### config.mk
export PLATFORM = sky130hd
export DESIGN_NAME = img_rsz_blk_sched
export DESIGN_NICKNAME = d
export VERILOG_FILES = /design/src/rtl/ImgRszPkg.sv /design/src/rtl/img_rsz_blk_fifo.sv /design/src/rtl/img_rsz_blk_sched.sv
export SDC_FILE = /design/constraint.sdc
export NUM_CORES = 1
export LEC_CHECK = 0
export CAP_MARGIN = 20
export CORE_ASPECT_RATIO = 1.25
export CORE_UTILIZATION = 50
export DETAILED_ROUTE_END_ITERATION = 6
export PLACE_DENSITY = 0.78
export SETUP_SLACK_MARGIN = 0.1
export SLEW_MARGIN = 30
export SYNTH_ARGS = -nofsm -noshare
export SYNTH_HDL_FRONTEND = slang
export SYNTH_SLANG_ARGS = --single-unit
### constraint.sdc
create_clock -name Clk -period 4.21 [get_ports Clk]
set_input_delay 0.6315 -clock Clk [delete_from_list [all_inputs] [get_ports Clk]]
set_output_delay 0.6315 -clock Clk [all_outputs]
set_load 0.03 [all_outputs]
### src/rtl/ImgRszPkg.sv
// Shared types for the resizer block scheduler: FSM states, pending-block entry, one-hot decode.
// No logic of its own; the entry index width bounds the block grid to 64x64.
package ImgRszPkg;

    localparam int RSZ_IMG_WIDTH_SIZE_DFLT  = 4;
    localparam int RSZ_IMG_HEIGHT_SIZE_DFLT = 4;
    localparam int BLK_IDX_W                = 6;
    localparam int ONEHOT_W                 = 1 << BLK_IDX_W;

    typedef enum logic [1:0] {
        ST_IDLE,
        ST_CAPT,
        ST_DRAIN,
        ST_DONE
    } sched_state_e;

    typedef struct packed {
        logic [BLK_IDX_W-1:0] blk_x;
        logic [BLK_IDX_W-1:0] blk_y;
    } blk_entry_t;

    function automatic logic [ONEHOT_W-1:0] onehot_dec(input logic [BLK_IDX_W-1:0] idx);
        logic [ONEHOT_W-1:0] vec;
        vec      = '0;
        vec[idx] = 1'b1;
        return vec;
    endfunction

endpackage

### src/rtl/img_rsz_blk_fifo.sv
// Synchronous FIFO, head readable from storage registers; a push shows up at the head next cycle.
// A push while full is taken only together with a pop; a pop while empty is ignored.
module img_rsz_blk_fifo #(
    parameter int WIDTH = 12,
    parameter int DEPTH = 4
) (
    input  logic             clk,
    input  logic             rst_n,
    input  logic             push_i,
    input  logic [WIDTH-1:0] din_i,
    input  logic             pop_i,
    output logic [WIDTH-1:0] dout_o,
    output logic             full_o,
    output logic             empty_o
);

    localparam int AW = (DEPTH > 1) ? $clog2(DEPTH) : 1;
    localparam int CW = AW + 1;

    logic [WIDTH-1:0] mem_q [DEPTH];
    logic [AW-1:0]    wr_ptr_q;
    logic [AW-1:0]    rd_ptr_q;
    logic [CW-1:0]    cnt_q;
    logic             wr_en;
    logic             rd_en;

    assign full_o  = (cnt_q == CW'(DEPTH));
    assign empty_o = (cnt_q == '0);
    assign wr_en   = push_i & (~full_o | pop_i);
    assign rd_en   = pop_i & ~empty_o;
    assign dout_o  = mem_q[rd_ptr_q];

    always_ff @(posedge clk) begin
        if (wr_en) begin
            mem_q[wr_ptr_q] <= din_i;
        end
    end

    always_ff @(posedge clk or negedge rst_n) begin
        if (!rst_n) begin
            wr_ptr_q <= '0;
            rd_ptr_q <= '0;
            cnt_q    <= '0;
        end else begin
            if (wr_en) begin
                wr_ptr_q <= wr_ptr_q + AW'(1);
            end
            if (rd_en) begin
                rd_ptr_q <= rd_ptr_q + AW'(1);
            end
            case ({wr_en, rd_en})
                2'b10:   cnt_q <= cnt_q + CW'(1);
                2'b01:   cnt_q <= cnt_q - CW'(1);
                default: cnt_q <= cnt_q;
            endcase
        end
    end

endmodule

### src/rtl/img_rsz_blk_sched.sv
// Tracks raster position of captured pixels, queues completed block indices and issues them to compute.
// Block visible 1 cycle after its last pixel; capture stalls only while the pending queue is full and not popping.
module img_rsz_blk_sched
    import ImgRszPkg::*;
#(
    parameter int RSZ_IMG_WIDTH_SIZE  = RSZ_IMG_WIDTH_SIZE_DFLT,
    parameter int RSZ_IMG_HEIGHT_SIZE = RSZ_IMG_HEIGHT_SIZE_DFLT,
    parameter int BLK_WIDTH_MAX_SZ_W  = 6,
    parameter int BLK_HEIGHT_MAX_SZ_W = 6,
    parameter int PEND_DEPTH          = 4
) (
    input  logic                           Clk,
    input  logic                           Reset,
    input  logic [BLK_WIDTH_MAX_SZ_W-1:0]  BlkSzHor,
    input  logic [BLK_HEIGHT_MAX_SZ_W-1:0] BlkSzVer,
    input  logic                           CompEngRdy,
    input  logic                           PxlCap,
    output logic                           PxlCapRdy,
    output logic                           IsFstPxl,
    output logic [RSZ_IMG_WIDTH_SIZE-1:0]  CompBlkXMsk,
    output logic [RSZ_IMG_HEIGHT_SIZE-1:0] CompBlkYMsk,
    output logic                           CompBlkVld,
    input  logic                           CompBlkRdy,
    output logic                           RszImgComp
);

    localparam int XW = (RSZ_IMG_WIDTH_SIZE > 1) ? $clog2(RSZ_IMG_WIDTH_SIZE) : 1;
    localparam int YW = (RSZ_IMG_HEIGHT_SIZE > 1) ? $clog2(RSZ_IMG_HEIGHT_SIZE) : 1;
    localparam int HW = BLK_WIDTH_MAX_SZ_W;
    localparam int VW = BLK_HEIGHT_MAX_SZ_W;

    localparam logic [XW-1:0] BLK_X_MAX = XW'(RSZ_IMG_WIDTH_SIZE - 1);
    localparam logic [YW-1:0] BLK_Y_MAX = YW'(RSZ_IMG_HEIGHT_SIZE - 1);

    sched_state_e   state_q, state_d;
    logic [HW-1:0]  pxl_x_q, pxl_x_d;
    logic [XW-1:0]  blk_x_q, blk_x_d;
    logic [VW-1:0]  pxl_y_q, pxl_y_d;
    logic [YW-1:0]  blk_y_q, blk_y_d;
    logic           any_acc_q, any_acc_d;

    logic           acc;
    logic           pop;
    logic           push;
    logic           last_pxl;
    logic           fifo_full;
    logic           fifo_empty;
    logic           pxl_x_end;
    logic           pxl_y_end;
    logic           blk_x_end;
    logic           blk_y_end;
    blk_entry_t     push_ent;
    blk_entry_t     head_ent;

    assign pxl_x_end = (pxl_x_q == BlkSzHor - HW'(1));
    assign pxl_y_end = (pxl_y_q == BlkSzVer - VW'(1));
    assign blk_x_end = (blk_x_q == BLK_X_MAX);
    assign blk_y_end = (blk_y_q == BLK_Y_MAX);

    // Ready never depends on PxlCap, so capture sources may wait on it combinationally.
    assign pop       = ~fifo_empty & CompBlkRdy;
    assign PxlCapRdy = (state_q == ST_CAPT) & (~fifo_full | pop);
    assign acc       = PxlCap & PxlCapRdy;
    assign push      = acc & pxl_x_end & pxl_y_end;
    assign last_pxl  = push & blk_x_end & blk_y_end;

    always_comb begin
        push_ent       = '0;
        push_ent.blk_x = BLK_IDX_W'(blk_x_q);
        push_ent.blk_y = BLK_IDX_W'(blk_y_q);
    end

    img_rsz_blk_fifo #(
        .WIDTH ($bits(blk_entry_t)),
        .DEPTH (PEND_DEPTH)
    ) u_fifo (
        .clk     (Clk),
        .rst_n   (Reset),
        .push_i  (push),
        .din_i   (push_ent),
        .pop_i   (pop),
        .dout_o  (head_ent),
        .full_o  (fifo_full),
        .empty_o (fifo_empty)
    );

    assign CompBlkVld  = ~fifo_empty;
    assign CompBlkXMsk = fifo_empty ? '0 : RSZ_IMG_WIDTH_SIZE'(onehot_dec(head_ent.blk_x));
    assign CompBlkYMsk = fifo_empty ? '0 : RSZ_IMG_HEIGHT_SIZE'(onehot_dec(head_ent.blk_y));
    assign IsFstPxl    = (state_q == ST_CAPT) & ~any_acc_q &
                         (pxl_x_q == '0) & (blk_x_q == '0) & (pxl_y_q == '0) & (blk_y_q == '0);
    assign RszImgComp  = (state_q == ST_DONE);

    always_comb begin
        state_d = state_q;
        case (state_q)
            ST_IDLE:  if (CompEngRdy) state_d = ST_CAPT;
            ST_CAPT:  if (last_pxl)   state_d = ST_DRAIN;
            ST_DRAIN: if (fifo_empty) state_d = ST_DONE;
            ST_DONE:                  state_d = ST_IDLE;
            default:                  state_d = ST_IDLE;
        endcase
    end

    // Raster counters nest pixel-in-block X, block X, pixel-in-block Y, block Y.
    always_comb begin
        pxl_x_d   = pxl_x_q;
        blk_x_d   = blk_x_q;
        pxl_y_d   = pxl_y_q;
        blk_y_d   = blk_y_q;
        any_acc_d = any_acc_q;
        if (state_q == ST_IDLE) begin
            pxl_x_d   = '0;
            blk_x_d   = '0;
            pxl_y_d   = '0;
            blk_y_d   = '0;
            any_acc_d = 1'b0;
        end else if (acc) begin
            any_acc_d = 1'b1;
            if (!pxl_x_end) begin
                pxl_x_d = pxl_x_q + HW'(1);
            end else begin
                pxl_x_d = '0;
                if (!blk_x_end) begin
                    blk_x_d = blk_x_q + XW'(1);
                end else begin
                    blk_x_d = '0;
                    if (!pxl_y_end) begin
                        pxl_y_d = pxl_y_q + VW'(1);
                    end else begin
                        pxl_y_d = '0;
                        blk_y_d = blk_y_end ? '0 : blk_y_q + YW'(1);
                    end
                end
            end
        end
    end

    always_ff @(posedge Clk or negedge Reset) begin
        if (!Reset) begin
            state_q   <= ST_IDLE;
            pxl_x_q   <= '0;
            blk_x_q   <= '0;
            pxl_y_q   <= '0;
            blk_y_q   <= '0;
            any_acc_q <= 1'b0;
        end else begin
            state_q   <= state_d;
            pxl_x_q   <= pxl_x_d;
            blk_x_q   <= blk_x_d;
            pxl_y_q   <= pxl_y_d;
            blk_y_q   <= blk_y_d;
            any_acc_q <= any_acc_d;
        end
    end

endmodule

==> metrics, run 1 <==
Die Area approximately 0.0055 mm^2; Max Fanout on Critical Path 6; Final Hold Viols 0; PortBufs 28; first-pass GRT wire length 8420 um; Critical Path Start Type primary input; Power Density 449 mW/mm^2; Mapped Area 0.00260 mm^2; DR pass1 iterations 4; ys async rst share 61.9%; Synth Net Count 289; initial antenna violation count 0; Slew Viols, Final 0; clock sinks 42; H-tree level count 2; GRT Overall Usage 20.7%; Max transition margin a little under half; share of the synthesized area in the top cell type 25.0%; CTS tree yes; largest net degree at the start of global routing 27; multi-input logic area about 0.0013 mm^2; Core Area 0.00487 mm^2; Gate Count Post-Synth 251; via/cell ratio ~5.6; boundary pin count 29; leak pwr about 1.2 nW; fill cell total of the finished layout 411; FMAX 0.281 GHz; most frequent cells in the layout clkdlybuf4s50_1, dfrtp_1, inv_1; worst setup path class primary input to register; max-cap violations 0; final cell area excluding filler cells 0.00306 mm^2; Synth area leader dfrtp_1; CP arrival 3.74 ns; Resized cells post-CTS 0; Final GP Congestion 0.814; largest cells by area after synthesis dfrtp_1, edfxtp_1, ha_1; DR DRC count 0; DR WL/cell 14.3 um; Vias 1914; number of synthesized register bits 42; post-route ant nets 0; ANT cells 0; fin crit period 3.55 ns; CTS buffer count 5; Crit. End Element register; total power 1.37 mW; hold buffers post-CTS 0; RSZ-0062 raised after global routing no; number of synthesized flops with an enable pin 16; Total Routed Length 4930 um; clk_lat worst skew 0.30 ns; Synth-to-Final Area Change 17.8%; Synth Warn # 0; Final setup viols 0; FF+latch area 0.00113 mm^2; sequential area share after synthesis 43.5%; final cycle utilization of the critical path 84.4%; CTS Buffer Depth 2; DIE WIDTH 66.5 um; initial core utilization 53.3%; post-synthesis average cell area 10.3 um^2; vias in the first global route roughly 1900; Critical Path RT between 4 and 5 ns; grt total ovfl 0; Final #Nets 321; Max IR drop VDD 0.303 mV; Worst Hold Class register to register; Rows 28; status completed; pre-CTS setup slack around 0.33 ns; share of cells above drive strength 1 8.80%; commonest non-fill, non-tap cell in the layout clkdlybuf4s50_1; die height 82.6 um; initial detailed-routing violation count 47; placed cell areas 0.00295 mm^2; Main synth FF type dfrtp_1; Worst Max-Slew Pin Slew 0.792 ns; clock root buffer master clkbuf_8; Setup Fix Bufs, Post-CTS 0; fin worst setup slack 0.656 ns; fin util between 60% and 70%; Unique masters post-synth 47; Fin Setup TNS 0 ns; Clock transition at path regs around 0.080 ns; Worst Clk Skew 0.00492 ns; dpl hpwl 3750 um
-- state kept, by name, summed over array words and instances (netlist names) --
signal / flops
u_fifo.wr_ptr_q: 2
u_fifo.cnt_q: 3
blk_y_q: 2
u_fifo.mem_q: 16
blk_x_q: 2
any_acc_q: 1
pxl_x_q: 6
u_fifo.rd_ptr_q: 2
pxl_y_q: 6
state_q: 2
-- per-stage QoR --
| step | cells | hold WS, ns |
|---|---|---|
| 6_report | 344 | 0.498 |
| 4_1_cts | 344 | 0.504 |
| 3_5_place_dp | 336 | 0.486 |
| 2_1_floorplan | 251 | 0.336 |
| 5_1_grt | 344 | 0.531 |
| 3_3_place_gp | 336 | 0.472 |
-- cell usage after synthesis (9+ instances only) --
cell       n
nand2_1   20
ha_1      20
a21oi_1   20
inv_1     22
nor3_1     9
xnor2_1   12
nand3_1   12
dfrtp_1   26
nor2_1    10
edfxtp_1  16
-- area by class of cell --
class	count	share of cell area (%)
Inverter	23	2.82
Clock inverter	2	1.23
Clock buffer	6	2.37
Multi-Input combinational cell	179	44.0
Sequential cell	42	37.0
Timing Repair Buffer	32	10.1
Tap cell	60	2.45
-- final timing paths --
path,startpoint,endpoint,slack [ns],cells past startpoint
setup / recovery,BlkSzVer[2],u_fifo.cnt_q[2],0.66,12
hold / removal,any_acc_q,any_acc_q,0.50,2
setup reg to reg,pxl_y_q[5],u_fifo.cnt_q[2],1.34,11
hold reg to reg,any_acc_q,any_acc_q,0.50,2
max in group asynchronous,Reset,blk_y_q[1],3.26,2
min in group asynchronous,Reset,u_fifo.rd_ptr_q[1],0.70,2
-- layer usage --
metal	up-vias	share of wire, %	track usage [%]
li1	957	-	-
met1	919	40	22.3
met2	32	56	40.6
met3	6	2.6	3.71
met4	0	1.2	5.74
met5	-	0	0
-- cells by family (layout without fill, tap and decap cells) --
group                      after synthesis  after routing  share of synthesized area [%]
adders and majority gates               21             21                           10.4
DFF                                     42             42                           43.5
and+or+nand+nor                         93             93                           19.9
muxes                                   10             10                           5.92
AOI/OAI and AO/OA                       37             37                           9.54
buffers and inverters                   30             63                           4.62
xor gates and xnor gates                18             18                           6.07
-- worst max-delay path: stages --
cell and delay (ns):
clkdlybuf4s50_1 0.50, or3_4 0.38, or4_4 0.50, a2111oi_4 0.45, nand2_2 0.11, nor2_2 0.17
inv_2 0.04, ha_1 0.21, fa_1 0.38, xnor2_1 0.17, nor2_1 0.06, xor2_1 0.14
-- power by group --
group	leakage, nW	total (mW)	switching [mW]	internal, mW
registers	0.466	0.579	0.0950	0.484
logic	0.728	0.474	0.241	0.233
clock network	0.0514	0.320	0.143	0.177
total	1.25	1.37	0.479	0.894
Note: power is estimated with default switching activity, not from simulation.
==> run 2, diff against run 1 <==
- PLACE_DENSITY: 0.78 -> 0.81
- clock period: 4.21 -> 3.23 ns (I/O delays scaled with it)
==> metrics, run 2 (synthesized netlist as in run 1, its figures left out) <==
worst setup path class primary input to register; status completed; Slew Viols, Final 0 (unchanged); clk_lat worst skew 0.31 ns (about the same); DR pass1 iterations 4 (unchanged); CTS buffer count 5 (unchanged); Final GP Congestion 0.824 (+1.2%); top sig layer met4; boundary pin count 29 (unchanged); Clock transition at path regs 0.08 ns (about the same); Placed Cells 348 (+3.6%); Power Density 602 mW/mm^2 (+34%); M1 wire length 2050 um (+3.2%); R2R Path Start pxl_y_q[5]; HP Start u_fifo.cnt_q[2]; final cell area excluding filler cells 0.00320 mm^2 (+4.5%); leak pwr 1.33 nW (+6.9%); Vias 2010 (+5.0%); Total Routed Length 5280 um (+7.2%); Max IR drop VDD 0.369 mV (+22%); initial antenna violation count 0 (unchanged); Top Registers u_fifo.mem_q x16, pxl_x_q x6, pxl_y_q x6; largest net degree at the start of global routing 27 (unchanged); number of flip-flops in the largest register 16 (unchanged); placed cell areas 0.00305 mm^2 (+3.4%); Synth-to-Final Area Change 23.1%; CTS tree yes; Max Fanout on Critical Path 2 (-4); first-pass GRT wire length 8720 um (+3.5%); WL met3 143 um (+11%); Critical Path RT 3.46 ns (-0.94 ns); grt total ovfl 0 (unchanged); RSZ-0062 raised after global routing no; crit path from BlkSzVer[1]; Die Area 0.00549 mm^2 (unchanged); DR DRC count 0 (unchanged); DR WL/cell 14.8 um (+3.3%); Final Hold Viols 0 (unchanged); via/cell ratio 5.63 (+1.2%); max-cap violations 0 (unchanged); Hold WS 0.486 ns (-0.0120 ns); initial detailed-routing violation count 60 (+28%); vias in the first global route 1977 (+5.8%); Worst Hold Class register to register; Final setup viols 0 (unchanged); clock sinks 42 (unchanged); H-tree level count 2 (unchanged); hold buffers post-CTS 0 (unchanged); FMAX 0.330 GHz; CP Buf/Inv Count 2 (unchanged); commonest non-fill, non-tap cell in the layout dfrtp_1; Crit. End Element register; most frequent cells in the layout dfrtp_1, clkdlybuf4s50_1, inv_1, nand2_1, a21oi_1; final cycle utilization of the critical path 93.9%; DIE WIDTH 66.5 um (unchanged); Max stage delay on crit path 0.55 ns (+0.05 ns); CP max stage cell or4_4; fin crit period 3.03 ns; clock root buffer master clkbuf_8; Max transition margin 50.9% (+3.7 points); PortBufs 28 (unchanged); ANT cells 0 (unchanged); total power 1.92 mW (+40%); largest register by flop count u_fifo.mem_q; Final #Nets 334 (+4.0%); initial core utilization 53.3% (unchanged); Critical Path Start Type primary input; GRT Overall Usage 21.7% (+1.1 points); crit-path cells dlygate4sd2_1 -> or3_4 -> or4_4 -> a2111oi_4 -> nand2_2 -> nor2_4 -> inv_2 -> ha_2 -> fa_2 -> xnor2_2 -> nor2_1 -> xor2_1; share of cells above drive strength 1 14.1% (+5.3 points); dpl hpwl 3960 um (+5.5%); die height 82.6 um (unchanged); Fin Setup TNS 0 ns (unchanged); CTS Buffer Depth 2 (unchanged); routed wl met2 2990 um (+8.9%); post-route ant nets 0 (unchanged); Core Area 0.00487 mm^2 (unchanged); Final Non-Filler Cells 357 (+3.8%); Worst Max-Slew Pin Slew 0.736 ns (-0.0552 ns); Worst Clk Skew 0.0102 ns (+0.00528 ns); CP arrival 3.26 ns (-0.48 ns); CP top delay family simple AND/OR/NAND/NOR gates; Rows 28 (unchanged)
[run 2: report_power, final]
| part | internal (mW) | leakage (nW) | total (mW) | switching, mW |
|---|---|---|---|---|
| registers | 0.631 | 0.466 | 0.758 | 0.126 |
| logic | 0.329 | 0.798 | 0.661 | 0.332 |
| clock network | 0.310 | 0.0683 | 0.506 | 0.197 |
[run 2: through the flow]
stage          worst slack (ns)  util [%]
2_1_floorplan             0.125         -
3_3_place_gp             -0.169      62.6
3_5_place_dp             -0.213      62.6
4_1_cts                   0.118      65.4
5_1_grt                  0.0865      65.7
6_report                  0.197      65.7
[run 2: worst register-to-register path: stages, from the launching register on]
cell and delay (ns):
dfrtp_1 0.43, xnor2_1 0.17, or4_4 0.44, a2111oi_4 0.37, nand2_2 0.14, nor2_4 0.12
inv_2 0.04, ha_2 0.17, fa_2 0.36, xnor2_2 0.14, nor2_1 0.11, xor2_1 0.15
[run 2: what timing repair did]
| item | 4_1_cts | 5_1_grt |
|---|---|---|
| setup endpoints to repair | 1 | 2 |
| gates resized for setup | 3 | 1 |
| gates cloned | 0 | 0 |
| pin swaps | 7 | 4 |
| setup buffers | 0 | 1 |
[run 2: final cells by class]
| cell class | count | area, um^2 |
|---|---|---|
| inverter | 23 | 86.3 |
| multi-input combinational | 179 | 1360 |
| fill | 385 | 1670 |
| clock inverter | 3 | 68.8 |
| timing repair buffer | 45 | 404 |
| tap | 60 | 75.1 |
| clock buffer | 5 | 68.8 |
| sequential | 42 | 1130 |
[run 2: metal layers]
layer | track usage, % | vias up
met2 | 40.6 | 44
met3 | 4.12 | 11
met5 | 0 | -
li1 | - | 981
met4 | 9.15 | 0
met1 | 23.8 | 974
[run 2: path summary, 6_finish.rpt]
path / to / slack (ns) / cells after the start
max: u_fifo.cnt_q[2] / 0.20 / 12
min: u_fifo.cnt_q[2] / 0.49 / 1
max reg2reg: u_fifo.cnt_q[2] / 0.52 / 11
min reg2reg: u_fifo.cnt_q[2] / 0.49 / 1
max in group asynchronous: blk_y_q[1] / 2.41 / 2
min in group asynchronous: blk_x_q[1] / 0.56 / 2
==> run 3, diff against run 2 <==
- PLACE_DENSITY: 0.81 -> 0.79
- SYNTH_HIERARCHICAL: not set -> 1
==> metrics, run 3 <==
Sw Pwr 0.990 mW (+51%); final cell area excluding filler cells 0.00476 mm^2 (+49%); CTS Buffer Depth 2 (unchanged); Placed Cells 469 (+35%); Final Hold Viols 0 (unchanged); DIE WIDTH 80.2 um (+21%); final cycle utilization of the critical path 93.3% (-0.58 points); FF+latch area 0.00209 mm^2 (+85%); number of synthesized register bits 74 (+76%); commonest non-fill, non-tap cell in the layout edfxtp_1; clock root buffer master clkbuf_8; die height 99.8 um (+21%); largest net degree at the start of global routing 27 (unchanged); most frequent cells in the layout edfxtp_1, conb_1, inv_1, dfrtp_1, buf_4; Hold WS 0.504 ns (+0.0183 ns); fraction of power consumed by sequential logic 39.9% (+0.5 points); Main synth FF type edfxtp_1; FMAX 0.332 GHz (+0.63%); sequential area share after synthesis 54.7% (+11 points); DR DRC count 0 (unchanged); Final Non-Filler Cells 484 (+36%); Die Area 0.00801 mm^2 (+46%); multi-input logic area 0.00173 mm^2 (+27%); Fin Setup TNS 0 ns (unchanged); Top Registers u_fifo/mem_q x48, pxl_x_q x6, pxl_y_q x6; number of flip-flops in the largest register 48 (+32); number of synthesized flops with an enable pin 48 (+32); Worst Hold Class primary input to asynchronous set/reset pin; most common cell in the synthesized netlist edfxtp_1; first-pass GRT wire length 12100 um (+39%); total power 3.00 mW (+56%); leak pwr 1.89 nW (+42%); post-route ant nets 0 (unchanged); Power Density 630 mW/mm^2 (+4.7%); CTS tree yes; Unique masters post-synth 57 (+21%); ANT cells 0 (unchanged); CTS buffer count 9 (+4); Clock transition at path regs 0.08 ns (about the same); Slew Viols, Final 0 (unchanged); largest register by flop count u_fifo/mem_q; Final GP Congestion 0.816 (-1.0%); Synth area leader edfxtp_1; clk_lat worst skew 0.34 ns (+0.03 ns); CP arrival 2.53 ns (-0.73 ns); initial detailed-routing violation count 111 (+85%); placed cell areas 0.00452 mm^2 (+48%); status completed; dpl hpwl 5290 um (+34%); Rows 35 (+25%); max-cap violations 0 (unchanged); Vias 2585 (+29%); Max IR drop VDD 0.534 mV (+45%); power share of the clock group 26.0% (-0.3 points); RSZ-0062 raised after global routing yes; ys async rst share 35.1% (-27 points); Max Fanout on Critical Path 9 (+7); grt total ovfl 0 (unchanged); Crit. End Element primary output; clock sinks 74 (+76%); initial antenna violation count 0 (unchanged); share of the synthesized area in the top cell type 37.7% (+13 points); DR pass1 iterations 4 (unchanged); vias in the first global route 2619 (+32%); Synth top cells by count edfxtp_1, inv_1, dfrtp_1, nor2_1, ha_1; Total Routed Length 7340 um (+39%); share of cells above drive strength 1 20.2% (+6.0 points); post-synthesis average cell area 12.6 um^2 (+22%); via/cell ratio 5.34 (-5.1%); fin crit period 3.01 ns (-0.0189 ns); GRT Overall Usage 20.4% (-1.4 points); Synth Warn # 6 (+6); Final setup viols 0 (unchanged); Mapped Area 0.00383 mm^2 (+47%); fill cell total of the finished layout 575 (+49%); switch share 33.0% (-1.0 points); largest cells by area after synthesis edfxtp_1, dfrtp_1, mux4_2; H-tree level count 3 (+1); Worst Clk Skew 0.00995 ns (-0.000248 ns); PortBufs 28 (unchanged); initial core utilization 51.7% (-1.6 points); combinational share of power 34.2% (about the same); Internal Pwr Total 2.01 mW (+58%); boundary pin count 29 (unchanged); Critical Path RT 2.75 ns (-0.71 ns); DR WL/cell 15.2 um (+2.5%); Synth-to-Final Area Change 24.3%; Gate Count Post-Synth 303 (+21%); Critical Path Start Type register; worst setup path class register to primary output; Core Area 0.00740 mm^2 (+52%); Final #Nets 426 (+28%)
run 3: cell type report:
type                            count  share of cell area (%)
Timing Repair Buffer               51                    10.5
Sequential cell                    74                    44.0
Tap cell                           92                    2.42
Clock inverter                      6                    1.95
Clock buffer                        9                    2.60
Inverter                           27                    2.13
Multi-Input combinational cell    225                    36.5
run 3: worst paths after layout:
check	startpoint	endpoint	slack, ns	cells after the start
min	Reset	pxl_x_q[1]	0.50	2
min reg2reg	any_acc_q	any_acc_q	0.51	2
max in group asynchronous	Reset	u_fifo/wr_ptr_q[1]	2.45	2
min in group Clk	any_acc_q	any_acc_q	0.51	2
max	u_fifo/rd_ptr_q[0]	CompBlkXMsk[3]	0.22	6
max reg2reg	pxl_x_q[4]	u_fifo/cnt_q[2]	0.67	13
run 3: cells by family (layout without fill, tap and decap cells):
| logic type | after synthesis | count (layout) | share of synthesized area, % |
|---|---|---|---|
| multiplexers | 16 | 16 | 8.24 |
| AND/OR/NAND/NOR | 100 | 100 | 14.1 |
| XOR/XNOR | 20 | 20 | 4.94 |
| buffers and inverters | 35 | 93 | 3.76 |
| other | 1 | 32 | 0.0980 |
| flip-flops | 74 | 74 | 54.7 |
| adder cells (fa/ha/maj) | 21 | 21 | 7.06 |
| AO/OA/AOI/OAI | 36 | 36 | 7.13 |
run 3: stage by stage:
step	utilization (%)	setup WS [ns]
final	64.3	0.216
after global routing	64.3	0.0945
after CTS	64.0	0.147
after detailed placement	61.1	-0.0711
after global placement	61.1	0.0271
after floorplan	-	0.346
run 3: metal layers:
metal	global-route usage [%]	share of wire [%]	up-vias
met5	0	0	-
met4	6.46	0.46	0
met3	3.73	3.6	5
met2	39.6	58	70
met1	21.7	38	1259
li1	-	-	1251
run 3: worst max-delay path, stage by stage (launching register included):
cell and delay [ns]:
dfrtp_1 0.42, buf_8 0.18, mux4_2 0.50, or4_1 0.62, nor2_1 0.15, and3_1 0.17
buf_4 0.15
run 3: power groups by stage:
stage | clock (mW) | combinational, mW | sequential, mW
2_1_floorplan | 0 | 0.769 | 1.15
3_3_place_gp | 0 | 0.977 | 1.21
3_5_place_dp | 0 | 1.02 | 1.21
4_1_cts | 0.790 | 1.02 | 1.19
5_1_grt | 0.824 | 1.13 | 1.21
6_report | 0.779 | 1.02 | 1.20
run 3: timing repair:
action                                  4_1_cts  5_1_grt
setup buffers                                 0        0
gates resized for setup                       0        6
endpoints found under the setup margin        0        8
hold buffers                                  0        0
